`src/rtl/golife_pkg.sv`:
```
`default_nettype none
// ============================================================================
//  Module      : golife_pkg
//  Description : Shared constants, state encoding and width helpers for the
//                golife cell array and its grid reader.
//  Revision    : 1.0 - initial release
// ============================================================================
package golife_pkg;

    // Default side length of the square cell grid.
    localparam int c_DEFAULT_SIDEWIDTH = 10;

    // Cell encodings shared with the cell array.
    localparam logic c_LIVE = 1'b1;
    localparam logic c_DEAD = 1'b0;

    // Reader control states.
    typedef enum logic [1:0] {
        IDLE   = 2'd0,
        STREAM = 2'd1,
        DONE   = 2'd2
    } state_e;

    // Plain-vector views of the states for the FSM register.
    localparam logic [1:0] c_ST_IDLE   = IDLE;
    localparam logic [1:0] c_ST_STREAM = STREAM;
    localparam logic [1:0] c_ST_DONE   = DONE;

    // Row index width; never below one bit so a 1x1 grid still has an index.
    function automatic int idx_width(input int side);
        return (side > 1) ? $clog2(side) : 1;
    endfunction

    // Width holding any population of a full side x side frame.
    function automatic int pop_width(input int side);
        return $clog2(side * side + 1);
    endfunction

    // Width holding the population of one row.
    function automatic int cnt_width(input int side);
        return $clog2(side + 1);
    endfunction

endpackage
`default_nettype wire

```
`src/rtl/golife_row_popcount.sv`:
```
`default_nettype none
// ============================================================================
//  Module      : golife_row_popcount
//  Description : Combinational count of live cells in one grid row.
//  Ports       : row   - SIDEWIDTH cells, bit j = column j
//                count - number of set bits in row
//  Revision    : 1.0 - initial release
// ============================================================================
module golife_row_popcount
    import golife_pkg::*;
#(
    parameter int SIDEWIDTH = c_DEFAULT_SIDEWIDTH
) (
    input  logic [SIDEWIDTH-1:0]            row,
    output logic [cnt_width(SIDEWIDTH)-1:0] count
);

    localparam int c_CNTW = cnt_width(SIDEWIDTH);

    always_comb begin
        count = '0;
        for (int i = 0; i < SIDEWIDTH; i++) begin
            count = count + c_CNTW'(row[i]);
        end
    end

endmodule
`default_nettype wire

```
`src/rtl/golife_grid_reader.sv`:
```
`default_nettype none
// ============================================================================
//  Module      : golife_grid_reader
//  Description : Captures a snapshot of the golife grid on request and
//                streams it out one row per valid/ready handshake, while
//                totalling the live-cell population of the frame.
//  Ports       : clk       - rising-edge clock
//                rst       - asynchronous active-low reset
//                grid      - live grid, grid[i][j] = row i, column j
//                snap      - capture request (ignored unless idle)
//                busy      - frame in progress
//                row_valid - row_data/row_idx/row_last valid
//                row_ready - downstream accepts the current row
//                row_data  - captured row, bit j = column j (0 when invalid)
//                row_idx   - index of the current row
//                row_last  - current row is the final row
//                done      - one-cycle pulse after the final row is accepted
//                pop_count - live cells in the last fully streamed frame
//  Revision    : 1.0 - initial release
// ============================================================================
module golife_grid_reader
    import golife_pkg::*;
#(
    parameter int SIDEWIDTH = c_DEFAULT_SIDEWIDTH,
    parameter int IDXW      = idx_width(SIDEWIDTH),
    parameter int POPW      = pop_width(SIDEWIDTH)
) (
    input  logic                                clk,
    input  logic                                rst,
    input  logic [SIDEWIDTH-1:0][SIDEWIDTH-1:0] grid,
    input  logic                                snap,
    output logic                                busy,
    output logic                                row_valid,
    input  logic                                row_ready,
    output logic [SIDEWIDTH-1:0]                row_data,
    output logic [IDXW-1:0]                     row_idx,
    output logic                                row_last,
    output logic                                done,
    output logic [POPW-1:0]                     pop_count
);

    localparam int              c_CNTW     = cnt_width(SIDEWIDTH);
    localparam logic [IDXW-1:0] c_LAST_IDX = IDXW'(SIDEWIDTH - 1);

    logic [1:0]                          r_state;
    logic [SIDEWIDTH-1:0][SIDEWIDTH-1:0] r_snapshot;
    logic [IDXW-1:0]                     r_row_idx;
    logic [POPW-1:0]                     r_acc;
    logic [POPW-1:0]                     r_pop_count;

    logic                                w_streaming;
    logic                                w_handshake;
    logic [SIDEWIDTH-1:0]                w_row_data;
    logic [c_CNTW-1:0]                   w_row_cnt;
    logic [POPW-1:0]                     w_acc_next;

    // Valid/busy come straight from the state register so an asynchronous
    // reset drops them immediately.
    assign w_streaming = (r_state == c_ST_STREAM);
    assign w_handshake = w_streaming & row_ready;
    assign w_row_data  = w_streaming ? r_snapshot[r_row_idx] : '0;

    golife_row_popcount #(
        .SIDEWIDTH (SIDEWIDTH)
    ) u_row_popcount (
        .row   (w_row_data),
        .count (w_row_cnt)
    );

    assign w_acc_next = r_acc + POPW'(w_row_cnt);

    always_ff @(posedge clk or negedge rst) begin
        if (!rst) begin
            r_state     <= c_ST_IDLE;
            r_snapshot  <= '0;
            r_row_idx   <= '0;
            r_acc       <= '0;
            r_pop_count <= '0;
        end else begin
            case (r_state)
                c_ST_IDLE: begin
                    if (snap) begin
                        r_snapshot <= grid;
                        r_row_idx  <= '0;
                        r_acc      <= '0;
                        r_state    <= c_ST_STREAM;
                    end
                end
                c_ST_STREAM: begin
                    if (w_handshake) begin
                        r_acc <= w_acc_next;
                        if (r_row_idx == c_LAST_IDX) begin
                            // Publishing here makes the new count visible in
                            // the same cycle as the done pulse.
                            r_pop_count <= w_acc_next;
                            r_state     <= c_ST_DONE;
                        end else begin
                            r_row_idx <= r_row_idx + IDXW'(1);
                        end
                    end
                end
                c_ST_DONE: begin
                    // Requests arriving here are dropped, not queued.
                    r_state <= c_ST_IDLE;
                end
                default: begin
                    r_state <= c_ST_IDLE;
                end
            endcase
        end
    end

    assign busy      = w_streaming;
    assign row_valid = w_streaming;
    assign row_data  = w_row_data;
    assign row_idx   = r_row_idx;
    assign row_last  = w_streaming & (r_row_idx == c_LAST_IDX);
    assign done      = (r_state == c_ST_DONE);
    assign pop_count = r_pop_count;

endmodule
`default_nettype wire

```
`config.mk`:
```
export PLATFORM = sky130hd
export DESIGN_NAME = golife_grid_reader
export DESIGN_NICKNAME = d
export VERILOG_FILES = /design/src/rtl/golife_pkg.sv /design/src/rtl/golife_row_popcount.sv /design/src/rtl/golife_grid_reader.sv
export SDC_FILE = /design/constraint.sdc
export NUM_CORES = 1
export LEC_CHECK = 0
export CELL_PAD_IN_SITES_DETAIL_PLACEMENT = 1
export CELL_PAD_IN_SITES_GLOBAL_PLACEMENT = 1
export CORE_ASPECT_RATIO = 0.75
export CORE_MARGIN = 2
export CORE_UTILIZATION = 40
export CTS_CLUSTER_DIAMETER = 40
export DETAILED_ROUTE_END_ITERATION = 16
export DONT_BUFFER_PORTS = 1
export PLACE_DENSITY_LB_ADDON = 0.08
export RECOVER_POWER = 50
export SLEW_MARGIN = 10
export SYNTH_ARGS = -nofsm -noshare
export SYNTH_HDL_FRONTEND = slang
export SYNTH_SLANG_ARGS = --single-unit
```
`constraint.sdc`:
```
create_clock -name clk -period 13.68 [get_ports clk]
set_clock_uncertainty 0.05 [all_clocks]
set_input_delay 2.052 -clock clk [delete_from_list [all_inputs] [get_ports clk]]
set_output_delay 2.052 -clock clk [all_outputs]
set_load 0.1 [all_outputs]
```
==> impl_metrics.csv, run 1 <==
group,metric,value,unit
synthesis,synth.distinct_cells,43,
final_layout,n_fill_cell,1478,
synthesis,synth_edf_count,0,
final_layout,multi_input_area,0.00278,mm2
final_layout,nets,563,
sta,slew_violations,55,
sta,max-slew-margin-rel,-1.68,
outcome,violations,"capacitance limit, slew limit",
sta,setup_tns,0,ns
sta,rsz0062_at_grt,"false",
synthesis,async_flop_share,1.00,
synthesis,ys.flop_type,"dfrtp_1",
grt,grt_max_degree,121,
synthesis,ys_warn_count,0,
synthesis,synth_fa_ha_area_frac,0.0460,
synthesis,syn_area_per_cell,13.6,um2
route,drt_iter0_drc,127,
synthesis,syn-cell-area,0.00604,mm2
clock_tree,clock_latency,0.41,ns
route,via_count,3565,
final_layout,drive_gt1_frac,0.359,
floorplan,die_x,146,um
synthesis,synth-xor-area-share,0.0116,
synthesis,synthMuxAreaShare,0.283,
setup_path,worstPathCellList,"clkbuf_1 -> mux4_2 -> o21ai_1 -> a21oi_2 -> buf_4 -> ha_1 -> inv_1 -> fa_1 -> fa_1 -> fa_1 -> fa_1 -> fa_1 -> inv_1 -> fa_1 -> a21o_1 -> a21oi_1 -> a21oi_1 -> o21ai_0",
final_layout,design_area,0.00675,mm2
setup_path,cpMaxStageDelayCell,"clkbuf_1",
grt,antenna_found_initial,5,
clock_tree,ctsResizeCount,0,
route,drc,0,
synthesis,ys_ff_latch,120,
job,maxCapViolations,2,
floorplan,die_y,110,um
setup_path,worstPathArrival,9.25,ns
synthesis,netlist.top_cell.by_area,"dfrtp_1",
setup_path,critPathBufInv,4,
clock_tree,root_buffer,"clkbuf_16",
synthesis,synth_compound_area_frac,0.0792,
route,vias_per_cell,5.43,
outcome,status,"finished with violations",
placement,hpwl,10.2,mm
sta,fin_crit_sh,0.656,
clock_tree,tritoncts,"built",
synthesis,synthSimpleGateAreaFrac,0.0388,
floorplan,rows,38,
floorplan,core_area,0.0146,mm2
setup_path,crit_top_cell,"fa_1",
sta,clock.fmax,0.112,GHz
synthesis,synth_cells,444,
clock_tree,cts.htree.levels,4,
floorplan,initial_core_util,0.414,
clock_tree,clockBufferDepth,2,
setup_path,required,13.96,ns
setup_path,critical_path_class,"flip-flop to flip-flop",
clock_tree,numCtsBuffers,17,
setup_path,crit_fanout,37,
synthesis,synth_area_leaders,"dfrtp_1 (50%), mux2_2 (20%), mux2i_1 (4.6%), mux4_2 (3.7%), fa_1 (2.3%)",
placement,dpl_cell_area,0.00615,mm2
synthesis,ys_seq_area_frac,0.497,
synthesis,post-synth-top-count-cell,"dfrtp_1",
grt,grt_pass1_wl,22.5,mm
floorplan,die_area,0.0161,mm2
route,wl_per_cell,21.9,um
synthesis,syn-num-nets,566,
setup_path,startpoint_type,"flip-flop",
clock_tree,cts_setup_buffers,0,
sta,fin_crit,8.97,ns
clock_tree,cts.clk_slew.worst_paths,0.06,ns
setup_path,worst_setup_path_end_kind,"flip-flop",
grt,first_global_vias,3884,
clock_tree,clock-sinks,120,
sta,hold_slack,0.424,ns
hold_path,hold_path.class,"flip-flop to flip-flop",
sta,hold_viol_final,0,
final_layout,regArea,0.00301,mm2
sta,finalSetupViolations,0,
route,drt-pass1-iter-count,4,
synthesis,synth.top_cell.area_share,0.497,
synthesis,synth_top_family_by_area,"multiplexers",
placement,portBuffers,0,
grt,grt_use_total,0.186,
synthesis,synth_common_cells,"dfrtp_1 (120), mux2_2 (105), mux2i_1 (28), o21a_1 (16), o21ai_0 (16)",
route,drt-total-wl,14.4,mm
clock_tree,hold_buffers,0,
placement,place_congestion,0.744,
final_layout,area_delta_synth_final,11.8,%
grt,overflow,0,
floorplan,io_pins,129,
sta,worstMarginPinSlew,4.02,ns
route,drtAntennaViolNets,0,
setup_path,critPathTopFamily,"buffers and inverters",
setup_path,max_stage_delay,2.87,ns
==> layer usage <==
metal  global-route usage  routed length (um)
met5                    0                  33
met4               0.0567                 155
met3               0.0811                1140
met2                0.293                6550
met1                0.234                6490
==> metrics by stage <==
| step | cells | util | setup WS (ns) |
|---|---|---|---|
| 2_1_floorplan | 444 | - | 6.24 |
| 3_3_place_gp | 622 | 0.421 | 7.23 |
| 3_5_place_dp | 622 | 0.421 | 7.07 |
| 4_1_cts | 654 | 0.463 | 7.08 |
| 5_1_grt | 654 | 0.462 | 4.18 |
| 6_report | 656 | 0.462 | 4.71 |
==> state kept, by name, indices dropped and copies added, names as in the netlist <==
signal	cells
r_snapshot	100
pop_count	7
r_acc	7
row_idx	4
r_state	2
==> area by class of cell <==
cell class,instances,share of cell area
antenna,2,0.000742
clock buffer,19,0.0657
clock inverter,13,0.0249
inverter,15,0.00835
multi-input combinational,281,0.412
sequential,120,0.445
tap,200,0.0371
timing repair buffer,6,0.00612
==> logic make-up (layout without fill, tap and decap cells) <==
group / after synthesis / count (layout)
multiplexers: 144 / 144
flip-flops: 120 / 120
AO/OA/AOI/OAI: 66 / 66
AND/OR/NAND/NOR: 45 / 45
buffers and inverters: 43 / 53
adder cells (fa/ha/maj): 18 / 18
XOR/XNOR: 8 / 8
other: 0 / 2
==> worst paths after layout <==
check,from,to,slack (ns),cells after the start
min in group asynchronous,rst,pop_count[5],1.28,0
worst max-delay path,row_idx[0],r_acc[4],4.71,18
max in group asynchronous,rst,r_snapshot[81],12.05,0
worst max register to register,row_idx[0],r_acc[4],4.71,18
worst min-delay path,r_acc[0],r_acc[0],0.42,2
worst min register to register,r_acc[0],r_acc[0],0.42,2
==> worst reg2reg max path, cell delays in order (launching register included) <==
cell and delay, ns:
dfrtp_1 0.67, clkbuf_1 2.87, mux4_2 0.80, o21ai_1 0.17
a21oi_2 0.07, buf_4 0.24, ha_1 0.33, inv_1 0.07
fa_1 0.42, fa_1 0.53, fa_1 0.43, fa_1 0.43
fa_1 0.51, inv_1 0.07, fa_1 0.44, a21o_1 0.20
a21oi_1 0.27, a21oi_1 0.12, o21ai_0 0.19
==> layout by cell type (no fill, tap or decap), drive strengths merged, types with 11 or more instances in the layout <==
master    n
dfrtp   120
mux2    105
mux2i    29
o21ai    21
clkbuf   20
inv      19
o21a     16
nand2    15
nor2     13
ha       11
Power of run 1 is not shown: default switching activity piles up to over one toggle a cycle in this logic, so the estimate is an artifact.
==> inputs of run 2 (changes only) <==
--- a/config.mk
+++ b/config.mk
@@ -5,6 +5,7 @@
 export SDC_FILE = /design/constraint.sdc
 export NUM_CORES = 1
 export LEC_CHECK = 0
+export ABC_AREA = 1
 export CELL_PAD_IN_SITES_DETAIL_PLACEMENT = 1
 export CELL_PAD_IN_SITES_GLOBAL_PLACEMENT = 1
 export CORE_ASPECT_RATIO = 0.75
==> constraint.sdc (replaced) <==
create_clock -name clk -period 8.4 [get_ports clk]
set_clock_uncertainty 0.05 [all_clocks]
set_input_delay 1.26 -clock clk [delete_from_list [all_inputs] [get_ports clk]]
set_output_delay 1.26 -clock clk [all_outputs]
set_load 0.1 [all_outputs]
==> run 2 against run 1 <==
- the run still ends with capacitance limit, slew limit left
- sequential share of layout area is 2.0 points lower
- wire length rose by 21%
- worst setup slack worse by 2.6 ns
- clock-buffer cell count rose by 5
- area after synthesis grew 6.7%
- critical path type unchanged
==> impl_metrics.csv, run 2 <==
group,metric,value,unit
synthesis,synthSimpleGateAreaFrac,0.294,
hold_path,holdPathStages,2,
grt,first_global_vias,5387,
placement,place_congestion,0.832,
setup_path,required,8.65,ns
sta,clock.fmax,0.158,GHz
floorplan,initial_core_util,0.406,
outcome,violations,"capacitance limit, slew limit",
grt,grt_use_total,0.215,
sta,setup_tns,0,ns
synthesis,synth.top_cell.area_share,0.466,
final_layout,regMostFlops,"r_snapshot",
floorplan,die_y,114,um
setup_path,r2r_end,"r_acc[4]",
clock_tree,hold_buffers,0,
placement,dp_slack,2.11,ns
synthesis,synth-xor-area-share,0.00816,
sta,max-slew-margin-rel,-0.355,
grt,antenna_found_initial,0,
floorplan,core_area,0.0159,mm2
final_layout,area_delta_synth_final,9.77,%
grt,grt_pass1_wl,28.0,mm
hold_path,hp-start,"r_snapshot[9]",
sta,rsz0062_at_grt,"false",
sta,finalSetupViolations,0,
sta,fin_crit_sh,0.752,
grt,overflow,0,
final_layout,largest_reg_flops,100,
synthesis,synth_compound_area_frac,0.0812,
route,drt_iter0_drc,180,
sta,fin_crit,6.32,ns
final_layout,diodes,0,
setup_path,worstPathCellList,"inv_4 -> nand2_1 -> nand3_1 -> nand3_1 -> nand3_1 -> a21oi_2 -> buf_4 -> ha_1 -> inv_1 -> fa_1 -> fa_1 -> fa_1 -> fa_1 -> fa_1 -> inv_1 -> fa_1 -> nand3_1 -> nand2_1 -> xnor2_1 -> o21ai_1",
synthesis,synth.distinct_cells,30,
route,drt-pass1-iter-count,4,
hold_path,hold_path.class,"flip-flop to flip-flop",
sta,hold_viol_final,0,
placement,hpwl,12.5,mm
floorplan,rows,40,
clock_tree,clock_latency,0.42,ns
setup_path,reg2reg_depth,20,
final_layout,design_area,0.00707,mm2
clock_tree,numCtsBuffers,17,
clock_tree,cts.clk_slew.worst_paths,0.05,ns
setup_path,startpoint_type,"flip-flop",
setup_path,cpMaxStageDelayCell,"dfrtp_4",
sta,worstMarginPinSlew,2.02,ns
route,wl_per_cell,16.9,um
synthesis,ys.flop_type,"dfrtp_1",
setup_path,critical_path_class,"flip-flop to flip-flop",
synthesis,ys_ff_latch,120,
setup_path,worstPathArrival,6.57,ns
synthesis,synthMuxAreaShare,0,
sta,fin_ws,2.08,ns
sta,slew_violations,57,
synthesis,synth_cells,820,
clock_tree,ctsResizeCount,0,
placement,portBuffers,0,
setup_path,crit_top_cell,"fa_1",
synthesis,synth_top_family_by_area,"simple AND/OR/NAND/NOR gates",
synthesis,synth_common_cells,"nand2_1 (326), dfrtp_1 (120), inv_1 (88), nand3_1 (72), o21ai_1 (69)",
placement,dpl_cell_area,0.00651,mm2
synthesis,syn_area_per_cell,7.85,um2
route,drtAntennaViolNets,0,
synthesis,post-synth-top-count-cell,"nand2_1",
setup_path,critPathBufInv,4,
synthesis,ys_seq_area_frac,0.466,
floorplan,die_area,0.0171,mm2
final_layout,final_cell_mix,"nand2_1 (327), dfrtp_1 (118), inv_1 (87)",
hold_path,min_to,"r_snapshot[9]",
clock_tree,clock-sinks,120,
floorplan,io_pins,129,
clock_tree,cts.htree.levels,4,
final_layout,final_common_cell,"nand2_1",
setup_path,critPathTopFamily,"adder cells",
setup_path,ff2ff_setup_slack,2.08,ns
synthesis,synth_edf_count,0,
route,vias_per_cell,4.90,
route,drt-total-wl,17.4,mm
setup_path,max_stage_delay,1.05,ns
synthesis,syn-cell-area,0.00644,mm2
setup_path,r2r_start,"row_idx[0]",
setup_path,worst_setup_path_end_kind,"flip-flop",
synthesis,synth_area_leaders,"dfrtp_1 (47%), nand2_1 (19%), nand3_1 (5.6%), o21ai_1 (5.4%), inv_1 (5.1%)",
grt,grt_max_degree,121,
clock_tree,tritoncts,"built",
floorplan,die_x,151,um
clock_tree,clockBufferDepth,2,
outcome,status,"finished with violations",
synthesis,synth_fa_ha_area_frac,0.0431,
job,maxCapViolations,1,
setup_path,crit_fanout,65,
route,via_count,5047,
clock_tree,root_buffer,"clkbuf_16",
synthesis,ys_warn_count,0,
synthesis,async_flop_share,1.00,
route,drc,0,
clock_tree,cts_setup_buffers,0,
synthesis,netlist.top_cell.by_area,"dfrtp_1",
synthesis,syn-num-nets,942,
final_layout,drive_gt1_frac,0.102,
final_layout,nets,929,
run 2: cell count changes after synthesis, moves of 16 or more:
cell	previous run	this run
inv_1	15	88
mux2_2	105	0
mux2i_1	28	0
nand2_1	15	326
nand3_1	3	72
o21a_1	16	0
o21ai_1	5	69
run 2: how the worst max path moves through the flow:
| stage | endpoint | slack [ns] | startpoint | cells after the start |
|---|---|---|---|---|
| 6_report | r_acc[4] | 2.08 | row_idx[0] | 20 |
| 5_1_grt | r_acc[4] | 1.72 | row_idx[0] | 20 |
| 4_1_cts | r_acc[4] | 2.07 | row_idx[0] | 20 |
| 3_5_place_dp | r_acc[4] | 2.11 | row_idx[0] | 20 |
| 3_3_place_gp | r_acc[4] | 2.30 | row_idx[0] | 20 |
| 2_1_floorplan | r_acc[4] | 1.39 | row_idx[0] | 21 |
run 2: metal layers:
layer | routed length (um) | global-route usage | part of all wire | up-vias
met1 | 8690 | 0.309 | 0.50 | 2416
met3 | 726 | 0.0464 | 0.042 | 18
met4 | 294 | 0.0818 | 0.017 | 0
met5 | 0 | 0 | 0 | -
li1 | - | - | - | 2511
met2 | 7660 | 0.317 | 0.44 | 102
run 2: area by class of cell:
cell class | count | area (um2)
tap | 210 | 263
timing repair buffer | 12 | 90.1
fill | 1916 | 8800
multi-input combinational | 562 | 2750
clock inverter | 8 | 120
inverter | 94 | 362
clock buffer | 24 | 472
sequential | 120 | 3010
run 2: kinds of logic after synthesis:
group                    count (synthesis)
XOR/XNOR                                 6
AND/OR/NAND/NOR                        443
flip-flops                             120
adder cells (fa/ha/maj)                 18
AO/OA/AOI/OAI                           95
buffers and inverters                  138
run 2: worst register-to-register path, cell delays in order (launching register included):
cell and delay [ns]:
dfrtp_4 1.05, inv_4 0.44, nand2_1 0.16, nand3_1 0.08
nand3_1 0.14, nand3_1 0.13, a21oi_2 0.14, buf_4 0.31
ha_1 0.30, inv_1 0.07, fa_1 0.43, fa_1 0.53
fa_1 0.43, fa_1 0.42, fa_1 0.50, inv_1 0.07
fa_1 0.44, nand3_1 0.09, nand2_1 0.09, xnor2_1 0.24
o21ai_1 0.09
run 2: per-stage QoR:
step,util,hold WS [ns],instances
3_3_place_gp,0.410,0.417,998
6_report,0.446,0.434,1030
2_1_floorplan,-,0.399,820
4_1_cts,0.448,0.439,1030
5_1_grt,0.446,0.462,1030
3_5_place_dp,0.410,0.421,998
Power of run 2 is left out for the same reason.
